`src/rtl/peripheral_pkg.sv`:
```
// Shared types and constants for the result display peripheral.
package peripheral_pkg;

  typedef enum logic [1:0] {
    S_IDLE,
    S_SHOW,
    S_FLAGS
  } state_t;

  localparam int FLAG_N = 3;
  localparam int FLAG_Z = 2;
  localparam int FLAG_C = 1;
  localparam int FLAG_V = 0;

  localparam int NBYTES_DEF = 4;

endpackage

```
`src/rtl/peripheral_edgedetect.sv`:
```
// Rising-edge strobe from the raw enter level; strobe is combinational off the registered history.
// Latency: same cycle as the rising level; no backpressure.
module peripheral_edgedetect (
  input  logic clk,
  input  logic reset,
  input  logic enterpulse,
  output logic adv
);

  logic enterpulse_q;

  // History clears to 0, so a button already held at reset release counts as a press.
  always_ff @(posedge clk) begin
    if (reset) begin
      enterpulse_q <= 1'b0;
    end else begin
      enterpulse_q <= enterpulse;
    end
  end

  assign adv = enterpulse & ~enterpulse_q;

endmodule

```
`src/rtl/peripheral_showresult.sv`:
```
// Latches an ALU result and flags, then steps them out one byte per enter press, LSB first, flags last.
// Latency: 1 clk from result_valid/press to outputs; result_valid is dropped while busy (upstream waits on busy=0).
module peripheral_showresult
  import peripheral_pkg::*;
#(
  parameter int NBYTES = NBYTES_DEF
) (
  input  logic                  clk,
  input  logic                  reset,
  input  logic                  enterpulse,
  input  logic                  result_valid,
  input  logic [NBYTES*8-1:0]   result,
  input  logic [3:0]            flags,
  output logic [7:0]            outputdata,
  output logic [3:0]            dataoutput_i,
  output logic                  busy,
  output logic                  done
);

  if (NBYTES < 1 || NBYTES > 15) begin : g_nbytes_check
    $error("peripheral_showresult: NBYTES must be in 1..15");
  end

  localparam logic [3:0] LAST_IDX = 4'(NBYTES - 1);
  localparam logic [3:0] FLAG_IDX = 4'(NBYTES);

  logic                adv;
  state_t              state, state_n;
  logic [NBYTES*8-1:0] res_q, res_n;
  logic [3:0]          flags_q, flags_n;
  logic [7:0]          out_n;
  logic [3:0]          idx_n;
  logic                busy_n;
  logic                done_n;
  logic [7:0]          flag_byte;

  peripheral_edgedetect u_edgedetect (
    .clk        (clk),
    .reset      (reset),
    .enterpulse (enterpulse),
    .adv        (adv)
  );

  assign flag_byte = {4'b0000, flags_q[FLAG_N], flags_q[FLAG_Z],
                      flags_q[FLAG_C], flags_q[FLAG_V]};

  always_ff @(posedge clk) begin
    if (reset) begin
      state        <= S_IDLE;
      res_q        <= '0;
      flags_q      <= '0;
      outputdata   <= '0;
      dataoutput_i <= '0;
      busy         <= 1'b0;
      done         <= 1'b0;
    end else begin
      state        <= state_n;
      res_q        <= res_n;
      flags_q      <= flags_n;
      outputdata   <= out_n;
      dataoutput_i <= idx_n;
      busy         <= busy_n;
      done         <= done_n;
    end
  end

  // Outputs hold unless a capture or a valid advance happens; done is a single-cycle pulse.
  always_comb begin
    state_n = state;
    res_n   = res_q;
    flags_n = flags_q;
    out_n   = outputdata;
    idx_n   = dataoutput_i;
    busy_n  = busy;
    done_n  = 1'b0;
    case (state)
      S_IDLE: begin
        if (result_valid) begin
          res_n   = result;
          flags_n = flags;
          state_n = S_SHOW;
          out_n   = result[7:0];
          idx_n   = 4'd0;
          busy_n  = 1'b1;
        end
      end
      S_SHOW: begin
        if (adv) begin
          if (dataoutput_i == LAST_IDX) begin
            state_n = S_FLAGS;
            out_n   = flag_byte;
            idx_n   = FLAG_IDX;
          end else begin
            idx_n = dataoutput_i + 4'd1;
            out_n = res_q[{idx_n, 3'b000} +: 8];
          end
        end
      end
      S_FLAGS: begin
        if (adv) begin
          state_n = S_IDLE;
          out_n   = 8'h00;
          idx_n   = 4'd0;
          busy_n  = 1'b0;
          done_n  = 1'b1;
        end
      end
      default: begin
        state_n = S_IDLE;
      end
    endcase
  end

endmodule

```
`config.mk`:
```
export PLATFORM = sky130hd
export DESIGN_NAME = peripheral_showresult
export DESIGN_NICKNAME = d
export VERILOG_FILES = /design/src/rtl/peripheral_pkg.sv /design/src/rtl/peripheral_edgedetect.sv /design/src/rtl/peripheral_showresult.sv
export SDC_FILE = /design/constraint.sdc
export NUM_CORES = 1
export LEC_CHECK = 0
export CORE_MARGIN = 2
export CORE_UTILIZATION = 53
export CTS_CLUSTER_DIAMETER = 120
export DETAILED_ROUTE_END_ITERATION = 8
export PLACE_DENSITY = 0.84
export REMOVE_ABC_BUFFERS = 1
export SYNTH_ARGS = -nofsm -noshare
export SYNTH_HDL_FRONTEND = slang
export SYNTH_SLANG_ARGS = --single-unit
```
`constraint.sdc`:
```
create_clock -name clk -period 4.83 [get_ports clk]
set_input_delay 0.7245 -clock clk [delete_from_list [all_inputs] [get_ports clk]]
set_output_delay 0.7245 -clock clk [all_outputs]
set_load 0.005 [all_outputs]
```
After elaboration in Yosys (flattened, before gate mapping):

Index checks and enable logic that the tools add are counted.

* muxes and demuxes: 19
* multiply operators: 0
* eq/ne operators: 7
* magnitude comparators: 0
* reduce and logical (&&, ||, !) cells: 8
* bitwise operators: 3
* add/sub/neg operators: 1
* div/mod/pow operators: 0
* shifts and indexed selects: 1

Operator list (count)
* 8-bit two-way mux: 4
* 32-bit by 8-bit variable part select with 8-bit output: 1
* 8-bit one-hot mux with 3 select lines: 1
* 4-bit two-way mux: 4
* 4-bit one-hot mux with 3 select lines: 1
* 2-bit two-way mux: 4
* 2-bit != test, second input constant: 4
* 4-bit AND reduction: 2
* 2-bit one-hot mux with 3 select lines: 1
* 4-bit by 1-bit adder with 4-bit output, second input constant: 1
* 4-bit by 2-bit == test with 1-bit output, second input constant: 1
* 1-bit two-way mux: 3
* 3-bit AND reduction: 1
* 3-bit nonzero test: 1
* 2-bit by 1-bit == test with 1-bit output, second input constant: 1
* 2-bit == test, second input constant: 1
* 2-bit zero test: 1
* 1-bit NOT: 2
* 1-bit one-hot mux with 2 select lines: 1
* 2-bit AND reduction: 1
* 2-bit nonzero test: 1
* 2-bit OR reduction: 1
* 1-bit AND: 1

* memory bits (writable): 0
* output and inout bits: 14
* bits in latches: 0
* bits in registers: 53
* bits of input ports: 40
* memories kept: 0
* ROM bits: 0

Logic depth before layout (Yosys ltp):

Gate-level depths: netlist of run 1.

* word-level depth: 5
* mapped depth: 8
* mapped depth without buffers: 6

Hierarchy:

From an unflattened synthesis of run 1, not the netlist that was laid out.

* cell total of the unflattened synthesis: 281
* area, all modules: 2367.3 um^2

Modules (own cells, without submodules)
* peripheral_showresult: cells an instance 278, seq. area each 1041.0 um^2, area each 2319.7 um^2, times used 1
* peripheral_edgedetect: cells an instance 3, seq. area each 20.0 um^2, area each 47.5 um^2, times used 1

Least setup slack after synthesis of run 1:

OpenSTA, ideal clock, no wires.

* path kind: flip-flop to flip-flop
* start: reg state[1]
* end: reg outputdata[2]
* cell stages (with the launch flop): 9
* library setup time: 133 ps
* arrival: 1724 ps
* period minus slack after synthesis: 1857 ps
* path buffers: 2
* slack: 2973 ps
* path through: dfxtp_1 -> inv_1 -> ha_1 -> buf_6 -> or2_4 -> a211o_1 -> buf_6 -> a221oi_1 -> o22ai_1

* cells in the longest elaborated chain, start to end: 3
* elaborated cells between the ends (all ways): 9

Ends and longest elaborated chain
* start, declared: RTL line peripheral_showresult.sv:28 `state_t state, state_n;`
* start signal, assigned: RTL line peripheral_showresult.sv:57 `state <= state_n;`
* 2-bit by 1-bit == test with 1-bit output (tied with other cells): RTL line peripheral_showresult.sv:76 `case (state)`
* 2-bit != test (no source line) or 3-bit nonzero test (tied branches)
* 4-bit AND reduction (no source line)
* end signal, assigned: RTL line peripheral_showresult.sv:60 `outputdata <= out_n;`
* end, declared: RTL line peripheral_showresult.sv:14 `output logic [7:0] outputdata,`

Several ways; a longest one is shown, not always the timed one.
A chain may end at the register's enable or synchronous reset.

Worst setup path after layout of run 1:

* start: reg dataoutput_i[0]
* end: out dataoutput_i[0]

RTL lines
* start, declared: RTL line peripheral_showresult.sv:15 `output logic [3:0] dataoutput_i,`
* start signal, assigned: RTL line peripheral_showresult.sv:61 `dataoutput_i <= idx_n;`

No word-level cell between the ends.

==> results of run 1 <==
-- routing by layer --
metal	track usage, %	wire [um]
met5	0	0
met4	10.5	53
met3	2.99	220
met2	36.6	2720
met1	27.3	2210
-- worst max path at each step --
stage	slack [ps]	end	start
CTS	2430	dataoutput_i[0]	dataoutput_i[0]
detailed placement	2170	outputdata[3]	result_valid
floorplan	2910	state[0]	dataoutput_i[0]
global placement	2220	outputdata[1]	result_valid
finish	2430	dataoutput_i[0]	dataoutput_i[0]
global route	2250	outputdata[3]	result_valid
-- per-stage QoR --
step                      total power, mW  std cells  utilization, %  hold WS [ps]  setup WS [ps]
after floorplan                     0.973        255               -           427           2910
after global placement               1.18        362            66.6           439           2220
after detailed placement             1.20        362            66.6           443           2170
after CTS                            1.43        370            68.5           456           2430
after global routing                 1.52        370            68.5           471           2250
final                                1.42        370            68.5           457           2430
-- cell families after synthesis --
| kind of cell | after synthesis | share of synthesized area [%] |
|---|---|---|
| compound gates | 77 | 20.6 |
| fa+ha+maj | 5 | 2.65 |
| buf+inv | 23 | 4.51 |
| flops | 53 | 45.0 |
| mux | 9 | 8.07 |
| simple gates | 106 | 19.1 |
-- state kept, by name, summed over array words and instances, names as in the netlist --
signal / count
res_q: 32
outputdata: 8
dataoutput_i: 4
flags_q: 4
state: 2
busy: 1
done: 1
u_edgedetect.enterpulse_q: 1
-- where the power goes --
part	total [mW]	switching, mW	leakage [nW]	internal (mW)
clock	0.233	0.129	0.0395	0.103
combinational	0.589	0.320	0.575	0.269
sequential	0.603	0.0690	0.435	0.534
total	1.42	0.519	1.05	0.906
-- area by class of cell --
cell class | instances | share of cell area (%)
well taps | 52 | 2.20
inverters | 5 | 0.634
clock buffers | 8 | 2.70
repair buffers | 55 | 18.4
multi-input cells | 197 | 40.2
flip-flops and latches | 53 | 35.8
-- synth_stat cells, drive strengths merged, types with 2 or more instances --
master	n	area, um^2
a21oi	42	210
nor2	4	15.0
dfxtp	53	1060
a2111oi	2	30.0
clkbuf	14	52.6
buf	4	35.0
o21ai	9	45.0
o211ai	6	45.0
ha	5	62.6
nor2b	3	18.8
a221oi	5	50.0
o22ai	4	25.0
inv	5	18.8
a32oi	4	35.0
and2	2	12.5
a211oi	2	20.0
or2	3	21.3
mux4	8	180
nand4	2	12.5
nand2	84	315
==> key figures, run 1 <==
Status
  • Status: complete, no violations

Clock tree
  • H-tree levels: 2
  • Clock buffer depth: 2
  • Total CTS buffers: 5
  • CTS root buf: clkbuf_8
  • Post-CTS sizing: 0
  • Cts-stage hold buffer count: 0
  • Post CTS Setup Buffer Count: 0
  • Skew-Pair Late Insertion Delay: 290 ps
  • Clock-pin slew of the registers on the worst-case setup and hold paths: 90 ps
  • CTS sink cnt: 53
  • CTS tree: yes

Cells and area
  • Post-route cell area: 2960 um^2
  • Area grow syn2layout: 25.6%
  • Area of the multi-input gates: 1190 um^2
  • Commonest cells after routing, fill and taps aside: nand2_1 (84), dfxtp_1 (53), clkdlybuf4s50_1 (53), a21oi_1 (42), mux4_2 (8)
  • Filler Cells Inserted: 366
  • N_diodes: 0
  • Share of layout cells above drive strength 1: 7.23%
  • Nets: 362
  • Reg area: 1060 um^2
  • Commonest non-fill, non-tap cell in the layout: nand2_1

Global route
  • Gr usage total: 21.6%
  • Initial antenna violation count: 0
  • First-pass GRT wire length: 8.76 mm
  • Vias in the first global route: 1989
  • Largest net degree at the start of global routing: 48
  • Grt ovf: 0

Timing
  • Max frequency: 417 MHz
  • Fin crit period: 2400 ps
  • Setup Viol. Count Final: 0
  • Slew HR: 19.0%
  • Final Cycle Share: 49.7%
  • Fin Setup TNS: 0 ps
  • Final setup skew: 6.25 ps
  • Slew Viols, Final: 0
  • Worst slew pin tran: 1210 ps
  • Hold Vio Cnt, Final: 0
  • RSZ-0062 raised after global routing: false

Worst setup path
  • Bufs and invs on worst path: 1
  • Slowest stage cell on the critical path: dfxtp_1
  • Largest stage delay on the critical path: 750 ps
  • CP cell instances: clkdlybuf4s50_1
  • R2r worst-path depth: 5
  • Capture point of the worst reg-to-reg path: state[0]
  • Worst Path Required: 4110 ps
  • CP top delay family: flip-flops
  • R2r startpoint: dataoutput_i[0]
  • Critical path peak fanout: 13
  • Flop2flop setup slack: 2510 ps
  • CP Capture Type: primary output
  • WP depth: 1
  • Critical path type: reg -> out
  • WP data arrival: 1670 ps
  • Critical path launch point type: register

Floorplan
  • Die area: 5000 um^2
  • Chip height: 70.7 um
  • Core Region: 4320 um^2
  • Ports: 54
  • DIE WIDTH: 70.7 um
  • Number of cell rows: 24
  • Initial Util: 54.5%

Logic synthesis
  • Yosys cell types: 38
  • Cell area after synthesis: 2360 um^2
  • EDFF count, synth: 0
  • Seq cells post-synth: 53
  • Syn avg cell area: 8.63 um^2
  • Main synth FF type: dfxtp_1
  • Synth Warn #: 0
  • Synth Instances: 273
  • Async SR Flop Fraction: 0%
  • Seq/Total Area, Yosys: 45.0%

Detailed routing
  • Via count: 2056
  • DRC: 0
  • Drt wl/cell: 14.1 um
  • DRT Wirelength: 5.21 mm
  • DR pass1 iterations: 4
  • Antenna Nets Post-Route: 0
  • Initial drt markers: 101
  • Vias/cell: 5.56

Placed design
  • RD Place Congestion: 0.781
  • Post-Place Cell Area: 2880 um^2
  • Detailed placement HPWL: 3.50 mm
  • Port Buffers: 53

Hold path
  • Hold Crit Depth: 2
  • Min-delay src: res_q[14]
  • Hold crit path type: reg -> reg
  • Hold Path Sink: res_q[14]

Pwr
  • Pwr dens: 481 nW/um^2
  • VDD IR max: 0.000240 V
  • Pleak: 1.05 nW

Job
  • MaxCap Viol Count: 0
(Power assumes the default switching activity.)
==> run 2, diff against run 1 <==
--- a/config.mk
+++ b/config.mk
@@ -6,10 +6,10 @@
 export NUM_CORES = 1
 export LEC_CHECK = 0
 export CORE_MARGIN = 2
-export CORE_UTILIZATION = 53
+export CORE_UTILIZATION = 45
 export CTS_CLUSTER_DIAMETER = 120
 export DETAILED_ROUTE_END_ITERATION = 8
-export PLACE_DENSITY = 0.84
+export PLACE_DENSITY = 0.76
 export REMOVE_ABC_BUFFERS = 1
 export SYNTH_ARGS = -nofsm -noshare
 export SYNTH_HDL_FRONTEND = slang
==> constraint.sdc (replaced) <==
create_clock -name clk -period 1.9 [get_ports clk]
set_input_delay 0.285 -clock clk [delete_from_list [all_inputs] [get_ports clk]]
set_output_delay 0.285 -clock clk [all_outputs]
set_load 0.005 [all_outputs]
==> run 2 against run 1 <==
Net effect: via count grew 5.5%; critical endpoint is now outputdata[1]; highest routed layer unchanged; non-clock buffer count is 17 higher; total power grew to 2.8 times the previous value; critical path type is now reg -> reg.
==> key figures, run 2 (synthesis results as in run 1) <==
Clock tree
  • CTS tree: yes
  • CTS root buf: clkbuf_8
  • H-tree levels: 2
  • Skew-Pair Late Insertion Delay: 300 ps
  • Total CTS buffers: 5
  • Clock buffer depth: 2
  • Clock-pin slew of the registers on the worst-case setup and hold paths: 90 ps
  • CTS sink cnt: 53

Worst setup path
  • Worst Setup SP: state[1]
  • R2r startpoint: state[1]
  • Largest stage delay on the critical path: 360 ps
  • CP Capture Type: register
  • Critical path peak fanout: 13
  • WP depth: 8
  • Bufs and invs on worst path: 3
  • Critical path launch point type: register
  • End of the critical path: outputdata[1]
  • Critical path type: reg -> reg
  • R2r worst-path depth: 8
  • CP cell instances: inv_1 > ha_1 > or2_4 > buf_4 > a211oi_2 > buf_6 > o21ai_0 > o22ai_1
  • Flop2flop setup slack: 70 ps
  • WP data arrival: 2060 ps
  • Slowest stage cell on the critical path: dfxtp_2
  • Worst Path Required: 2130 ps
  • CP top delay family: compound AO/OA/AOI/OAI gates
  • Capture point of the worst reg-to-reg path: outputdata[1]

Global route
  • Gr usage total: 19.9%
  • GR Util met3: 3.79%
  • Met1 Track Usage GR: 23.9%
  • Largest net degree at the start of global routing: 37
  • Initial antenna violation count: 0
  • Met2 usage in global routing: 34.7%
  • Grt ovf: 0
  • GR peak layer: met2
  • Vias in the first global route: 2089
  • First-pass GRT wire length: 9.43 mm

Detailed routing
  • Via count: 2169
  • Initial drt markers: 153
  • Antenna Nets Post-Route: 0
  • DR pass1 iterations: 4
  • DRT Wirelength: 5.55 mm
  • Vias/cell: 5.36
  • DRC: 0
  • Drt wl/cell: 13.7 um

Cells and area
  • Biggest regs: res_q (32), outputdata (8)
  • Nets: 379
  • Share of layout cells above drive strength 1: 14.0%
  • Largest Register: res_q
  • Area grow syn2layout: 35.0%
  • Commonest cells after routing, fill and taps aside: nand2_1 (84), clkdlybuf4s50_1 (53), dfxtp_1 (51), a21oi_1 (42), buf_4 (17)
  • Commonest non-fill, non-tap cell in the layout: nand2_1
  • Filler Cells Inserted: 447
  • N_diodes: 0
  • Max reg flops: 32
  • Finished Core Util: 62.7%

Timing
  • Fin Setup TNS: 0 ps
  • Setup Viol. Count Final: 0
  • Slew HR: 73.9%
  • Hold Vio Cnt, Final: 0
  • Worst slew pin tran: 391 ps
  • RSZ-0062 raised after global routing: true
  • Final setup skew: 5.48 ps
  • Slew Viols, Final: 0
  • Max frequency: 547 MHz
  • Fin crit period: 1830 ps
  • Final Cycle Share: 96.2%

Floorplan
  • Core Region: 5070 um^2
  • Number of cell rows: 26
  • Initial Util: 46.4%
  • Chip height: 76.4 um
  • DIE WIDTH: 76.4 um
  • Die area: 5830 um^2
  • Ports: 54

Pwr
  • Pwr dens: 1260 nW/um^2
  • Pleak: 1.16 nW
  • Power consumption: 4.00 mW
  • VDD IR max: 0.000641 V

Hold path
  • Hold crit path type: reg -> reg

Job
  • MaxCap Viol Count: 0

Placed design
  • RD Place Congestion: 0.781
  • Detailed placement HPWL: 3.87 mm
  • Port Buffers: 53

Status
  • Status: complete, no violations
-- run 2: cell types whose count changed in the layout (fill, tap and decap cells not counted), moves of 2 or more --
| cell | delta |
|---|---|
| buf_4 | +15 |
| clkbuf_1 | -3 |
| a2111oi_2 | -2 |
| a2111oi_4 | +2 |
| clkbuf_8 | +2 |
| dfxtp_1 | -2 |
| dfxtp_2 | +2 |
-- run 2: final cells by class --
| cell class | instances | area, um^2 | share of cell area [%] |
|---|---|---|---|
| repair buffers | 72 | 689 | 21.7 |
| clock inverters | 1 | 5.00 | 0.157 |
| flip-flops and latches | 53 | 1060 | 33.4 |
| well taps | 70 | 87.6 | 2.75 |
| inverters | 5 | 18.8 | 0.590 |
| multi-input cells | 197 | 1220 | 38.4 |
| clock buffers | 7 | 96.3 | 3.03 |
-- run 2: worst min path at each step --
stage | from | endpoint | slack, ps | cells past startpoint
global placement | res_q[3] | res_q[3] | 440 | 2
detailed placement | res_q[8] | res_q[8] | 450 | 2
CTS | res_q[8] | res_q[8] | 460 | 2
finish | res_q[5] | res_q[5] | 460 | 2
global route | flags_q[0] | flags_q[0] | 470 | 2
floorplan | reset | busy | 350 | 1
-- run 2: worst register-to-register path, delay by kind of cell (launching register included) --
kind / cells / cell delay, ps
adders and majority gates: 1 / 200
DFF: 1 / 360
and+or+nand+nor: 1 / 260
AOI/OAI and AO/OA: 3 / 510
buffers and inverters: 3 / 430
-- run 2: metrics by stage --
step	setup WS [ps]	hold WS, ps	instance area, um^2	cells
final	72.9	457	3180	405
after global routing	-79.4	475	3180	405
after CTS	34.4	459	3130	403
after detailed placement	6.91	447	3030	395
after global placement	49.6	439	3030	395
after floorplan	-15.5	354	2270	255
-- run 2: power by group --
part | switching (mW) | internal (mW) | leakage (nW)
Sequential | 0.155 | 1.36 | 0.436
Clock | 0.350 | 0.330 | 0.0542
Combinational | 0.913 | 0.891 | 0.669
-- run 2: what timing repair did --
item                       CTS  global route
hold buffers                 0             0
resized for setup            0             7
buffers inserted             0             2
setup endpoints to repair    0            11
-- run 2: routing by layer --
metal / vias to the layer above / routed length, um
met4: 0 / 134
li1: 1081 / -
met3: 13 / 203
met2: 58 / 2810
met5: - / 0
met1: 1017 / 2410
==> run 3, diff against run 2 <==
--- a/config.mk
+++ b/config.mk
@@ -5,6 +5,7 @@
 export SDC_FILE = /design/constraint.sdc
 export NUM_CORES = 1
 export LEC_CHECK = 0
+export CAP_MARGIN = 10
 export CORE_MARGIN = 2
 export CORE_UTILIZATION = 45
 export CTS_CLUSTER_DIAMETER = 120
==> constraint.sdc (replaced) <==
create_clock -name clk -period 1.5 [get_ports clk]
set_input_delay 0.225 -clock clk [delete_from_list [all_inputs] [get_ports clk]]
set_output_delay 0.225 -clock clk [all_outputs]
set_load 0.005 [all_outputs]
==> run 3 against run 2 <==
Net effect: the run now ends with negative setup slack left; clock skew up 2.2 ps; core utilization up 5.9 points; clock power up 47%.
==> key figures, run 3 (synthesis results as in run 1) <==
Status
  • Status: finished with violations
  • Failing checks: negative setup slack

Placed design
  • RD Place Congestion: 0.809
  • Detailed placement HPWL: 3.93 mm
  • Post-Place Cell Area: 3120 um^2
  • Port Buffers: 53

Detailed routing
  • DRT Wirelength: 6.62 mm
  • DRC: 0
  • Antenna Nets Post-Route: 0
  • Initial drt markers: 168
  • DR pass1 iterations: 4
  • Vias/cell: 5.40
  • Via count: 2280
  • Drt wl/cell: 15.7 um

Global route
  • Largest net degree at the start of global routing: 37
  • Gr usage total: 21.1%
  • First-pass GRT wire length: 10.0 mm
  • Initial antenna violation count: 0
  • Grt ovf: 0
  • Vias in the first global route: 2216

Timing
  • Worst setup margin: -274 ps
  • Hold Slack: 448 ps
  • RSZ-0062 raised after global routing: true
  • Final setup skew: 7.69 ps
  • Slew Viols, Final: 0
  • Max frequency: 564 MHz
  • Hold Vio Cnt, Final: 0
  • Setup Viol. Count Final: 14
  • Fin crit period: 1770 ps
  • Final Cycle Share: 118%
  • Worst slew pin tran: 404 ps
  • Slew HR: 73.0%

Worst setup path
  • CP Capture Type: register
  • Bufs and invs on worst path: 3
  • Flop2flop setup slack: -270 ps
  • Critical path peak fanout: 6
  • Critical path type: reg -> reg
  • CP top delay family: compound AO/OA/AOI/OAI gates
  • R2r startpoint: state[0]
  • Slowest stage cell on the critical path: dfxtp_4
  • Critical path launch point type: register
  • CP cell instances: inv_4 > ha_4 > or2_4 > buf_6 > a211oi_4 > buf_4 > nand4b_1 > a21oi_1
  • Capture point of the worst reg-to-reg path: dataoutput_i[0]
  • Worst Path Required: 1740 ps
  • WP data arrival: 2010 ps
  • Largest stage delay on the critical path: 390 ps
  • R2r worst-path depth: 8

Cells and area
  • Share of layout cells above drive strength 1: 21.3%
  • Area grow syn2layout: 47.7%
  • Max reg flops: 32
  • Nets: 396
  • Post-route cell area: 3480 um^2
  • Commonest non-fill, non-tap cell in the layout: nand2_1
  • Largest Register: res_q
  • Commonest cells after routing, fill and taps aside: nand2_1 (83), clkdlybuf4s50_1 (50), dfxtp_1 (48), a21oi_1 (42), buf_4 (27)
  • N_diodes: 0
  • Biggest regs: res_q (32), outputdata (8)

Clock tree
  • Clock buffer depth: 2
  • Skew-Pair Late Insertion Delay: 310 ps
  • Clock-pin slew of the registers on the worst-case setup and hold paths: 100 ps
  • CTS sink cnt: 53
  • CTS root buf: clkbuf_8
  • H-tree levels: 2
  • Total CTS buffers: 5
  • Cts-stage hold buffer count: 0
  • CTS tree: yes

Floorplan
  • Core Region: 5070 um^2
  • Initial Util: 46.4%
  • Die area: 5830 um^2
  • Number of cell rows: 26
  • Ports: 54
  • Chip height: 76.4 um
  • DIE WIDTH: 76.4 um

Pwr
  • VDD IR max: 0.000724 V
  • Pleak: 1.34 nW
  • Pwr dens: 1700 nW/um^2

Hold path
  • Hold crit path type: in -> reg
  • Hold Path Sink: res_q[11]
  • Hold Crit Depth: 3
  • Min-delay src: result[11]

Job
  • MaxCap Viol Count: 0
[run 3: changes by cell type in the layout (fill, tap and decap cells not counted), sizes merged]
cell / before / now
clkinv: 1 / 0
bufinv: 0 / 1
clkbuf: 7 / 9
dlymetal6s2s: 0 / 3
buf: 19 / 34
clkdlybuf4s50: 53 / 50
[run 3: worst max path at each step]
stage | startpoint | to | slack (ps) | depth (start not counted)
floorplan | dataoutput_i[0] | state[0] | -420 | 5
global placement | result_valid | outputdata[3] | -360 | 5
detailed placement | result_valid | outputdata[1] | -460 | 5
CTS | state[0] | outputdata[3] | -170 | 8
global route | state[0] | dataoutput_i[0] | -320 | 8
finish | state[0] | dataoutput_i[0] | -270 | 8
[run 3: tightest hold or removal path, delay by kind of cell]
family                 cells  cell delay, ps
buffers and inverters      1             390
AND/OR/NAND/NOR            1              50
AO/OA/AOI/OAI              1              50
[run 3: layout make-up]
| class | count | area, um^2 |
|---|---|---|
| fillers | 422 | 1590 |
| clock inverters | 1 | 30.0 |
| flip-flops and latches | 53 | 1070 |
| well taps | 70 | 87.6 |
| repair buffers | 89 | 887 |
| inverters | 5 | 23.8 |
| multi-input cells | 197 | 1290 |
| clock buffers | 7 | 86.3 |
[run 3: routing by layer]
metal	vias to the layer above	GRT usage, %	share of wire, %
li1	1111	-	-
met1	1073	26.1	43
met2	79	36.8	50
met3	17	3.08	4.6
met4	0	8.91	2.3
met5	-	0	0
[run 3: power breakdown]
part	internal, mW	switching [mW]
Combinational	1.51	1.43
Clock	0.545	0.460
Sequential	1.73	0.223
Total	3.79	2.12
[run 3: what timing repair did]
| action | in CTS | in global routing |
|---|---|---|
| setup buffers | 5 | 1 |
| pin swaps | 9 | 7 |
| resized for setup | 31 | 9 |
| setup endpoints to repair | 17 | 18 |
| gates cloned | 1 | 2 |
[run 3: metrics by stage]
stage / setup slack, ps / instances / total power [mW] / setup TNS (ps) / util [%]
2_1_floorplan: -415 / 255 / 3.13 / -7090 / -
3_3_place_gp: -360 / 405 / 4.17 / -5240 / 61.4
3_5_place_dp: -457 / 405 / 4.24 / -5930 / 61.4
4_1_cts: -171 / 419 / 5.60 / -2140 / 66.9
5_1_grt: -322 / 422 / 6.20 / -3710 / 68.6
6_report: -274 / 422 / 5.91 / -2900 / 68.6
